[src/rtl/bp_pkg.sv]
// Shared branch-prediction definitions: counter encoding, lookup-result struct,
// and the PC-to-index/tag helpers used by the BTB and the branch unit.
package bp_pkg;

    localparam int unsigned BP_PC_W = 32;

    localparam logic [1:0] SNT = 2'b00;
    localparam logic [1:0] WNT = 2'b01;
    localparam logic [1:0] WT  = 2'b10;
    localparam logic [1:0] ST  = 2'b11;

    typedef struct packed {
        logic               match;
        logic [1:0]         ctr;
        logic [BP_PC_W-1:0] target;
    } bp_pred_t;

    localparam bp_pred_t BP_PRED_CLR = '{match: 1'b0, ctr: SNT, target: {BP_PC_W{1'b0}}};

    // Word index; the caller narrows the result to idx_w bits.
    function automatic logic [BP_PC_W-1:0] idx_of(input logic [BP_PC_W-1:0] pc,
                                                  input int unsigned      idx_w);
        logic [BP_PC_W-1:0] mask_v;
        mask_v = (BP_PC_W'(1) << idx_w) - BP_PC_W'(1);
        return (pc >> 2) & mask_v;
    endfunction

    function automatic logic [BP_PC_W-1:0] tag_of(input logic [BP_PC_W-1:0] pc,
                                                  input int unsigned      idx_w);
        return pc >> (idx_w + 32'd2);
    endfunction

endpackage

[src/rtl/bp_shadow_reg.sv]
// One shadow pipeline stage for a BTB lookup result: flush clears, stall holds,
// otherwise the stage loads. Flush wins over stall.
import bp_pkg::*;

module bp_shadow_reg (
    input  logic     clk,
    input  logic     rst,
    input  logic     flush_i,
    input  logic     stall_i,
    input  bp_pred_t d_i,
    output bp_pred_t q_o
);

    bp_pred_t q_q;
    bp_pred_t q_d;

    // Next-state selection for the stage.
    always_comb begin
        q_d = q_q;
        if (flush_i) begin
            q_d = BP_PRED_CLR;
        end else if (stall_i) begin
            q_d = q_q;
        end else begin
            q_d = d_i;
        end
    end

    // Stage register with synchronous reset.
    always_ff @(posedge clk) begin
        if (rst) begin
            q_q <= BP_PRED_CLR;
        end else begin
            q_q <= q_d;
        end
    end

    assign q_o = q_q;

endmodule

[src/rtl/branch_target_buffer.sv]
// Direct-mapped BTB with 2-bit counters: same-cycle prediction in IF, result
// carried through IF/ID and ID/EX shadow stages to the branch unit in EX.
import bp_pkg::*;

module branch_target_buffer #(
    parameter int unsigned ENTRIES = 16,
    parameter int unsigned PC_W    = BP_PC_W
) (
    input  logic            clk,
    input  logic            rst,
    input  logic [PC_W-1:0] i_IF_PC,
    output logic            o_Pred_Taken,
    output logic [PC_W-1:0] o_Pred_NPC,
    input  logic            i_IFID_Stall,
    input  logic            i_IDEX_Stall,
    input  logic            i_Flush_IF_ID,
    input  logic            i_Flush_ID_EX,
    output logic            o_PcMatchValid,
    output logic [1:0]      o_CtrlIn,
    output logic [PC_W-1:0] o_Pred_Target_EX,
    input  logic            i_WriteEnable,
    input  logic [1:0]      i_CtrlOut,
    input  logic [PC_W-1:0] i_Upd_PC,
    input  logic [PC_W-1:0] i_Upd_Target
);

    localparam int unsigned IDX_W = $clog2(ENTRIES);
    localparam int unsigned TAG_W = PC_W - IDX_W - 2;

    logic [ENTRIES-1:0] valid_q;
    logic [ENTRIES-1:0] valid_d;
    logic [TAG_W-1:0]   tag_q    [ENTRIES];
    logic [PC_W-1:0]    target_q [ENTRIES];
    logic [1:0]         ctr_q    [ENTRIES];

    logic [IDX_W-1:0] lk_idx_s;
    logic [TAG_W-1:0] lk_tag_s;
    logic [IDX_W-1:0] up_idx_s;
    logic [TAG_W-1:0] up_tag_s;
    logic [PC_W-1:0]  pc_plus4_s;
    logic             hit_s;
    logic             upd_en_s;
    bp_pred_t         lookup_s;
    bp_pred_t         s1_s;
    bp_pred_t         s2_s;

    assign lk_idx_s   = IDX_W'(idx_of(i_IF_PC, IDX_W));
    assign lk_tag_s   = TAG_W'(tag_of(i_IF_PC, IDX_W));
    assign up_idx_s   = IDX_W'(idx_of(i_Upd_PC, IDX_W));
    assign up_tag_s   = TAG_W'(tag_of(i_Upd_PC, IDX_W));
    assign pc_plus4_s = i_IF_PC + PC_W'(4);
    assign upd_en_s   = i_WriteEnable & ~rst;

    // Lookup reads the arrays before this edge's update lands (read-before-write).
    always_comb begin
        hit_s    = valid_q[lk_idx_s] && (tag_q[lk_idx_s] == lk_tag_s);
        lookup_s = BP_PRED_CLR;
        if (hit_s) begin
            lookup_s.match  = 1'b1;
            lookup_s.ctr    = ctr_q[lk_idx_s];
            lookup_s.target = target_q[lk_idx_s];
        end else begin
            lookup_s.match  = 1'b0;
            lookup_s.ctr    = SNT;
            lookup_s.target = pc_plus4_s;
        end
    end

    assign o_Pred_Taken = lookup_s.match & lookup_s.ctr[1];
    assign o_Pred_NPC   = o_Pred_Taken ? lookup_s.target : pc_plus4_s;

    // Valid-bit next state: the update strobe sets the addressed entry.
    always_comb begin
        valid_d = valid_q;
        if (upd_en_s) begin
            valid_d[up_idx_s] = 1'b1;
        end else begin
            valid_d = valid_q;
        end
    end

    // Valid bits are the only array state cleared by reset.
    always_ff @(posedge clk) begin
        if (rst) begin
            valid_q <= {ENTRIES{1'b0}};
        end else begin
            valid_q <= valid_d;
        end
    end

    // Tag/target/counter payload, written verbatim from the branch unit.
    always_ff @(posedge clk) begin
        if (upd_en_s) begin
            tag_q[up_idx_s]    <= up_tag_s;
            target_q[up_idx_s] <= i_Upd_Target;
            ctr_q[up_idx_s]    <= i_CtrlOut;
        end
    end

    bp_shadow_reg u_s1 (
        .clk     (clk),
        .rst     (rst),
        .flush_i (i_Flush_IF_ID),
        .stall_i (i_IFID_Stall),
        .d_i     (lookup_s),
        .q_o     (s1_s)
    );

    bp_shadow_reg u_s2 (
        .clk     (clk),
        .rst     (rst),
        .flush_i (i_Flush_ID_EX),
        .stall_i (i_IDEX_Stall),
        .d_i     (s1_s),
        .q_o     (s2_s)
    );

    assign o_PcMatchValid   = s2_s.match;
    assign o_CtrlIn         = s2_s.ctr;
    assign o_Pred_Target_EX = s2_s.target;

endmodule
[config.mk]
export PLATFORM = sky130hd
export DESIGN_NAME = branch_target_buffer
export DESIGN_NICKNAME = d
export VERILOG_FILES = /design/src/rtl/bp_pkg.sv /design/src/rtl/bp_shadow_reg.sv /design/src/rtl/branch_target_buffer.sv
export SDC_FILE = /design/constraint.sdc
export NUM_CORES = 1
export LEC_CHECK = 0
export CORE_MARGIN = 1.5
export CORE_UTILIZATION = 38
export CTS_BUF_LIST = sky130_fd_sc_hd__clkbuf_4 sky130_fd_sc_hd__clkbuf_8 sky130_fd_sc_hd__clkbuf_16
export DETAILED_ROUTE_END_ITERATION = 12
export PLACE_DENSITY_LB_ADDON = 0.3
export SYNTH_ARGS = -nofsm -noshare
export SYNTH_HDL_FRONTEND = slang
export SYNTH_SLANG_ARGS = --single-unit
[constraint.sdc]
create_clock -name clk -period 7.9 [get_ports clk]
set_clock_uncertainty 0.1 [all_clocks]
set_input_delay 0.79 -clock clk [delete_from_list [all_inputs] [get_ports clk]]
set_output_delay 0.79 -clock clk [all_outputs]
set_load 0.02 [all_outputs]
==> run_results.csv <==
group,metric,value,unit
run_status,status,"completed",
cells_and_area,area_delta_synth_final,16.6,%
clocking,numCtsBuffers,105,
cells_and_area,drive_above_1_share,23.0,%
power_and_ir_drop,vdd_drop_max,174,uV
setup_path,required,7.01,ns
timing,fin_ws,1.24,ns
logic_synthesis,synth_top_family_by_area,"multiplexers",
drt,routed_wl,112000,um
timing,finalSetupViolations,0,
drt,first_pass_iters,6,
logic_synthesis,yosys.area_share.simple,3.30,%
setup_path,worstPathArrival,5.77,ns
setup_path,path_max_fanout,88,
global_route,grt_pass1_vias,22500,
timing,fmax,0.150,GHz
drt,via_per_inst,5.67,
timing,tns,0,ns
floorplan,start_util,38.4,%
floorplan,pin_count,173,
logic_synthesis,ys_seq_elements,1046,
logic_synthesis,yosysSeqAreaShare,73.0,%
timing,period_needed,6.66,ns
global_route,grt_pass1_wl,162000,um
logic_synthesis,syn-mean-instance-area,19.9,sq um
global_route,grt_overflow,0,
timing,rsz0062_at_grt,"false",
logic_synthesis,synthFlopType,"edfxtp_1",
placed_design,dp_hpwl,66400,um
power_and_ir_drop,leakage,15.6,nW
logic_synthesis,synth_nets,2208,
logic_synthesis,ys_types,67,
floorplan,die-width,335,um
global_route,grt_use_total,20.1,%
floorplan,core,109000,sq um
logic_synthesis,syn-instance-count,2102,
cells_and_area,num-nets-final,2420,
clocking,cts.sinks,1046,
clocking,cts-resized-gates,0,
cells_and_area,nFillCells,9211,
setup_path,startpoint,"i_IF_PC[2]",
floorplan,rows,121,
setup_path,cp-end-kind,"output port",
logic_synthesis,synthAdderAreaFrac,0.0299,%
min_path,hp-start,"u_s1.q_o[33]$_SDFFE_PP0N_",
logic_synthesis,async_flop_share,0,%
clocking,insertion_delay,0.71,ns
logic_synthesis,synthMuxAreaShare,18.7,%
floorplan,die_height,335,um
timing,max_slew_margin,22.2,%
clocking,root_buffer,"clkbuf_16",
placed_design,port_buffers,170,
floorplan,die_area,112000,sq um
clocking,hold_buffers,0,
timing,worst_pin_slew,1.16,ns
logic_synthesis,synth_area,41800,sq um
drt,ant_nets,0,
drt,drcViolationCount,0,
timing,min_period_over_period,84.4,%
global_route,antenna_found_initial,16,
placed_design,gp_congestion,0.894,
global_route,grt_max_degree,89,
logic_synthesis,synth-xor-area-share,0.963,%
timing,slew_violations,0,
setup_path,cp-start-kind,"input port",
min_path,hold_class,"reg -> reg",
drt,wl_per_cell,29.4,um
logic_synthesis,synth-compound-area-share,2.35,%
setup_path,r2r_start,"tag_q[5][9]$_DFFE_PP_",
logic_synthesis,synth_edf_count,960,
logic_synthesis,ys_warn_count,0,
placed_design,pre_cts_slack,1.20,ns
run,maxCapViolations,0,
clocking,postCtsSetupBuffers,0,
drt,initialDrtViolationCount,2577,
timing,hold_viol,0,
clocking,clk_pin_slew,0.06,ns
clocking,cts_tree,"built",
timing,hold_slack,0.359,ns
clocking,cts.htree.levels,3,
setup_path,crit_type,"in -> out",
clocking,cts_buffer_depth,3,
power_and_ir_drop,p_per_area,245,nW/um^2
drt,vias,21700,
==> synthesized netlist by cell type, drive strengths merged (29+ instances only) <==
library cell,number,area share [%]
buf,62,1.0
nor2,131,1.2
mux2i,148,3.5
mux2,48,1.5
edfxtp,960,69
dfxtp,86,4.1
a22oi,29,0.52
mux4,253,14
clkbuf,58,0.52
nand3,33,0.39
nand2,47,0.44
xnor2,31,0.65
a211oi,31,0.56
==> sequential cells by signal (all words and copies together) (netlist names) <==
name      cells
target_q    512
tag_q       416
u_s1.q_o     35
u_s2.q_o     35
ctr_q        32
valid_q      16
==> cell families after synthesis <==
kind of cell             Yosys count
AO/OA/AOI/OAI                    130
multiplexers                     449
flip-flops                      1046
adder cells (fa/ha/maj)            1
AND/OR/NAND/NOR                  295
buffers and inverters            135
XOR/XNOR                          46
==> metal layers <==
| metal | vias up | wire [um] | track usage (%) | part of all wire (%) |
|---|---|---|---|---|
| li1 | 9088 | - | - | - |
| met1 | 11500 | 47300 | 28.1 | 42 |
| met2 | 888 | 54100 | 32.5 | 48 |
| met3 | 155 | 8870 | 4.11 | 7.9 |
| met4 | 18 | 1960 | 4.71 | 1.7 |
| met5 | - | 117 | 0 | 0.10 |
==> final timing paths <==
path                                             endpoint  slack (ns)  depth (start not counted)
worst max-delay path                       o_Pred_NPC[30]        1.24                         13
worst min-delay path            u_s1.q_o[33]$_SDFFE_PP0N_        0.36                          2
worst max register to register  u_s1.q_o[14]$_SDFFE_PP0N_        3.49                         10
worst min register to register  u_s1.q_o[33]$_SDFFE_PP0N_        0.36                          2
==> worst max-delay path, stage by stage <==
cell and delay (ns):
buf_8 0.62, buf_4 0.51, mux4_2 0.56, a22o_1 0.25, a221oi_1 0.56, o21ba_2 0.25, o2111ai_1 0.08, nand4b_1 0.18
nor4_4 0.09, nand2_4 0.31, buf_4 0.45, mux2_1 0.41, clkdlybuf4s50_1 0.56
==> power breakdown <==
part / switching, mW / internal [mW] / total [mW]
registers: 0.0207 / 6.11 / 6.13
logic: 0.433 / 0.303 / 0.736
clock network: 2.13 / 2.95 / 5.08
total: 2.58 / 9.36 / 11.9
==> area by class of cell <==
cell class | instances | area [sq um] | area share (%)
clock buffers | 124 | 2780 | 5.69
well taps | 1414 | 1770 | 3.63
clock inverters | 70 | 766 | 1.57
flip-flops and latches | 1046 | 30500 | 62.6
repair buffers | 225 | 2150 | 4.41
inverters | 15 | 58.8 | 0.121
diodes | 4 | 10.0 | 0.0205
multi-input cells | 921 | 10700 | 21.9
==> stage by stage <==
step / instance area, sq um / power (mW) / instances / utilization, %
after global routing: 48800 / 12.3 / 3815 / 44.7
after detailed placement: 45200 / 6.99 / 3621 / 41.5
final: 48800 / 11.9 / 3819 / 44.7
after CTS: 48800 / 12.0 / 3815 / 44.7
after floorplan: 41800 / 6.67 / 2102 / -
after global placement: 45200 / 6.97 / 3621 / 41.5
==> cell usage in the layout (no fill, tap or decap), types with 10 or more instances in the layout <==
cell type,synthesis,layout
a21oi_1,10,10
dfxtp_1,86,86
mux2_4,20,20
nor2_1,131,119
clkbuf_16,0,105
xnor2_1,31,31
mux4_2,251,251
nand2b_1,10,10
xor2_1,15,15
nand4_1,20,20
inv_1,11,11
a211oi_1,31,31
a22oi_1,29,29
clkinv_1,2,21
edfxtp_1,960,960
bufinv_16,0,13
mux2i_1,148,148
nor2b_1,11,11
clkinv_2,0,21
clkdlybuf4s50_1,0,165
nand3_1,33,33
mux2_2,20,20
clkbuf_4,0,18
nor2_4,0,12
nand2_1,46,46
buf_4,9,53
nor3_1,14,10
Note: power is estimated with default switching activity, not from simulation.
==> edit 1, RTL diff (same settings) <==
Add an input register stage for `i_Upd_Target`; this delays it by one clock. The other inputs are not delayed to match.
--- a/src/rtl/branch_target_buffer.sv
+++ b/src/rtl/branch_target_buffer.sv
@@ -28,2 +28,8 @@
     localparam int unsigned TAG_W = PC_W - IDX_W - 2;
+
+    logic [PC_W-1:0] i_Upd_Target_q;
+
+    always_ff @(posedge clk) begin
+        i_Upd_Target_q <= i_Upd_Target;
+    end
 
@@ -94,3 +100,3 @@
             tag_q[up_idx_s]    <= up_tag_s;
-            target_q[up_idx_s] <= i_Upd_Target;
+            target_q[up_idx_s] <= i_Upd_Target_q;
             ctr_q[up_idx_s]    <= i_CtrlOut;
Formal check against the unedited RTL: not equivalent (a bounded check fails within 4 cycles, from zero or initial values and one cycle with rst high).
==> edit 1 against the unedited design <==
Critical path depth down 1; setup slack worse by 0.35 ns; count of clock-buffer cells in the layout up 9; synthesized cell count up 2.1%; combinational power down 5.3%; sequential share of layout area up 0.71 points; design area up 0.95%; wire length up 1.3%; total power down 0.40%; synthesized area up 1.2%; sequential cell count up 32.
==> edit 1: results (changes against the unedited design) <==
[timing]
holdWs_ns = 0.3556  ; -0.003628 ns
tightest_slew_ns = 1.132  ; -0.03200 ns
fin_crit_ns = 7.014  ; +0.3495 ns

[logic_synthesis]
ys_types = 64  ; -4.5%
synthTopCellsByCount = edfxtp_1 (960), mux4_2 (258), nor2_1 (133)
syn-instance-count = 2146  ; +2.1%
synthTopCellsByArea = edfxtp_1 (68%), mux4_2 (14%), dfxtp_1 (5.6%), mux2i_1 (2.9%), nor2_1 (1.2%)

[grt]
antenna_found_initial = 7  ; -9
grt_pass1_wl_um = 162300  ; +0.35%
grt_start_max_net_pins = 96  ; +7.9%
grt_usage = 0.2014  ; +0.0003136

[route]
wirelength_um = 113800  ; +1.3%
wire_per_inst_um = 28.92  ; -1.7%
first_iter_violations = 2295  ; -11%

[layout]
drive_above_1_share = 0.2141  ; -0.01618
finish.net_count = 2468  ; +2.0%

[power_and_ir_drop]
ir_drop_mv = 0.2181  ; +26%

[place]
place_area_um2 = 45820  ; +1.3%
gp_congestion = 0.9336  ; +4.4%
pre_cts_ws_ns = 1.058  ; -0.1457 ns
dp_hpwl_um = 67430  ; +1.5%

[cts]
cts_buffers = 107  ; +1.9%

[critical_path]
crit_family = multiplexers
crit_slowest_cell = mux2i_1
worstPathMaxFanout = 65  ; -26%
reg2reg_slack_ns = 3.07  ; -0.42 ns
cp.arrival_ns = 6.12  ; +0.35 ns

[outcome]
status = complete, no violations

## edit 1: cell type report
cell class / instances / share of cell area
Antenna cell: 1 / 0.00005082
Clock buffer: 133 / 0.05860
Clock inverter: 61 / 0.01072
Inverter: 20 / 0.001550
Multi-Input combinational cell: 932 / 0.2149
Sequential cell: 1078 / 0.6335
Tap cell: 1488 / 0.03781
Timing Repair Buffer: 223 / 0.04285
## edit 1: report_power, final
| group | switching [mW] | leakage [nW] | internal (mW) |
|---|---|---|---|
| clock | 2.11 | 1.69 | 2.79 |
| sequential | 0.0465 | 9.62 | 6.26 |
| combinational | 0.411 | 4.36 | 0.286 |
| total | 2.56 | 15.7 | 9.34 |
## edit 1: metal layers
metal	global-route usage	up-vias	routed length [um]
li1	-	9230	-
met1	0.2828	11880	48010
met2	0.3228	949	54430
met3	0.04020	162	9018
met4	0.05012	8	2305
met5	0	-	52
## edit 1: cells by family (layout without fill, tap and decap cells)
logic type / count (synthesis) / after routing / synth area share
DFF: 1078 / 1078 / 0.7370
muxes: 422 / 422 / 0.1773
and+or+nand+nor: 323 / 323 / 0.03622
AOI/OAI and AO/OA: 143 / 143 / 0.02460
buffers and inverters: 136 / 437 / 0.01570
xor gates and xnor gates: 43 / 43 / 0.008899
adders and majority gates: 1 / 1 / 0.0002956
other: 0 / 1 / 0
## edit 1: worst paths after layout
path | startpoint | to | cells past startpoint
setup / recovery | i_IF_PC[2] | o_Pred_NPC[16] | 12
hold / removal | u_s1.q_o[33]$_SDFFE_PP0N_ | u_s1.q_o[33]$_SDFFE_PP0N_ | 2
setup reg to reg | tag_q[11][8]$_DFFE_PP_ | u_s1.q_o[5]$_SDFFE_PP0N_ | 10
hold reg to reg | u_s1.q_o[33]$_SDFFE_PP0N_ | u_s1.q_o[33]$_SDFFE_PP0N_ | 2
==> edit 2, RTL diff (same settings) <==
Made on the original files. Change the parameter `ENTRIES` from 16 to 32.
--- a/src/rtl/branch_target_buffer.sv
+++ b/src/rtl/branch_target_buffer.sv
@@ -5,3 +5,3 @@
 module branch_target_buffer #(
-    parameter int unsigned ENTRIES = 16,
+    parameter int unsigned ENTRIES = 32,
     parameter int unsigned PC_W    = BP_PC_W
Formal check against the unedited RTL: not equivalent (a bounded check fails within 4 cycles, from zero or initial values and one cycle with rst high).
==> edit 2 against the unedited design <==
Fmax about the same; total power increased by 83%; setup slack improved by 0.0028 ns; design area increased by 82%; first-iteration DRC count increased by 65%; wire length increased by 91%; sequential cell count increased by 944; synthesized area increased by 84%; critical path depth unchanged; worst hold slack got worse by 0.00096 ns; critical endpoint is now o_Pred_NPC[2].
==> edit 2: results (changes against the unedited design) <==
[power_and_ir_drop]
switching_share = 0.2150  ; -0.001263
ir_drop_mv = 0.2192  ; +26%

[route]
wirelength_um = 214300  ; +91%
wl_met3_um = 12740  ; +44%
m1WireLength_um = 83180  ; +76%

[cts]
cts_max_level = 4  ; +1
worstSkewPairLatency_ns = 0.84  ; +0.13 ns

[logic_synthesis]
avgSynthCellArea_um2 = 21.34  ; +7.3%
ys_types = 55  ; -18%
synthTopCellsByArea = edfxtp_1 (74%), mux4_2 (14%), mux2i_1 (2.8%), dfxtp_1 (2.6%), nor2_1 (0.78%)
synth-edff-count = 1888  ; +97%
synth_nets = 3716  ; +68%
synthTopCellsByCount = edfxtp_1 (1888), mux4_2 (485), mux2i_1 (214)
ys_seq_area_frac = 0.7623  ; +0.03181
yosys.area.top_type_share = 0.7358  ; +0.04648

[critical_path]
worstPathMaxFanout = 49  ; -44%
critical-path-max-stage-delay_ns = 0.57  ; -0.05 ns
reg2reg_slack_ns = 3.93  ; +0.44 ns
worstReg2RegEnd = u_s1.q_o[33]$_SDFFE_PP0N_
crit_slowest_cell = and4_2

[place]
gp_congestion = 0.8210  ; -8.2%
pre_cts_ws_ns = 1.218  ; +0.01477 ns
dp_hpwl_um = 116600  ; +76%

[layout]
fillers = 17100  ; +86%
largestRegisters = target_q: 1024 flops, tag_q: 800 flops, ctr_q: 64 flops

[grt]
met3_usage = 0.03244  ; -0.008670
antenna_found_initial = 27  ; +11
grt_usage = 0.2072  ; +0.006048

[timing]
max_freq_ghz = 0.1501  ; about the same

[outcome]
status = complete, no violations

edit 2: cell count changes in the layout (fill, tap and decap cells not counted), moves of 35 or more:
cell	delta
edfxtp_1	+928
mux4_2	+234
clkbuf_16	+93
mux2i_1	+66
buf_4	+62
a21oi_1	+39
o21ai_0	+37
nand2_1	+35
edit 2: worst min-delay path by stage:
stage / slack, ns / from / endpoint
floorplan: 0.32 / u_s1.q_o[0]$_SDFFE_PP0N_ / u_s1.q_o[0]$_SDFFE_PP0N_
global placement: 0.35 / valid_q[31]$_SDFFE_PP0P_ / valid_q[31]$_SDFFE_PP0P_
detailed placement: 0.35 / u_s1.q_o[29]$_SDFFE_PP0N_ / u_s1.q_o[29]$_SDFFE_PP0N_
CTS: 0.36 / u_s1.q_o[29]$_SDFFE_PP0N_ / u_s1.q_o[29]$_SDFFE_PP0N_
global route: 0.38 / u_s1.q_o[12]$_SDFFE_PP0N_ / u_s1.q_o[12]$_SDFFE_PP0N_
finish: 0.36 / u_s1.q_o[13]$_SDFFE_PP0N_ / u_s1.q_o[13]$_SDFFE_PP0N_
edit 2: worst register-to-register path: cells and delay by family (launching register included):
kind,cells,cell delay (ns)
AND/OR/NAND/NOR,3,1.23
AO/OA/AOI/OAI,3,0.92
buffers and inverters,2,0.64
multiplexers,1,0.47
flip-flops,1,0.36
XOR/XNOR,1,0.20
edit 2: stage by stage:
step | power (mW) | instance area, um^2 | hold slack [ns] | utilization
2_1_floorplan | 12.51 | 77060 | 0.3244 | -
3_3_place_gp | 13.04 | 82530 | 0.3461 | 0.4088
3_5_place_dp | 13.06 | 82530 | 0.3477 | 0.4088
4_1_cts | 22.09 | 88800 | 0.3585 | 0.4398
5_1_grt | 22.53 | 88820 | 0.3838 | 0.4399
6_report | 21.92 | 88840 | 0.3583 | 0.4400
edit 2: area by class of cell:
class | count | area share
Timing Repair Buffer | 295 | 0.03241
Multi-Input combinational cell | 1388 | 0.1971
Clock buffer | 250 | 0.06045
Clock inverter | 104 | 0.01010
Antenna cell | 14 | 0.0003944
Inverter | 15 | 0.0007183
Sequential cell | 1990 | 0.6612
Tap cell | 2672 | 0.03763
edit 2: kinds of logic after synthesis:
logic type / synth area share
simple gates: 0.01772
fa+ha+maj: 0.0001624
flops: 0.7623
buf+inv: 0.01403
xor+xnor: 0.006024
compound gates: 0.02850
mux: 0.1713
edit 2: power groups by stage:
stage | Sequential (mW) | Combinational [mW] | Clock, mW
floorplan | 11.9 | 0.654 | 0
CTS | 11.6 | 1.20 | 9.25
global placement | 11.9 | 1.18 | 0
finish | 11.6 | 1.19 | 9.10
global route | 11.6 | 1.25 | 9.64
detailed placement | 11.9 | 1.19 | 0
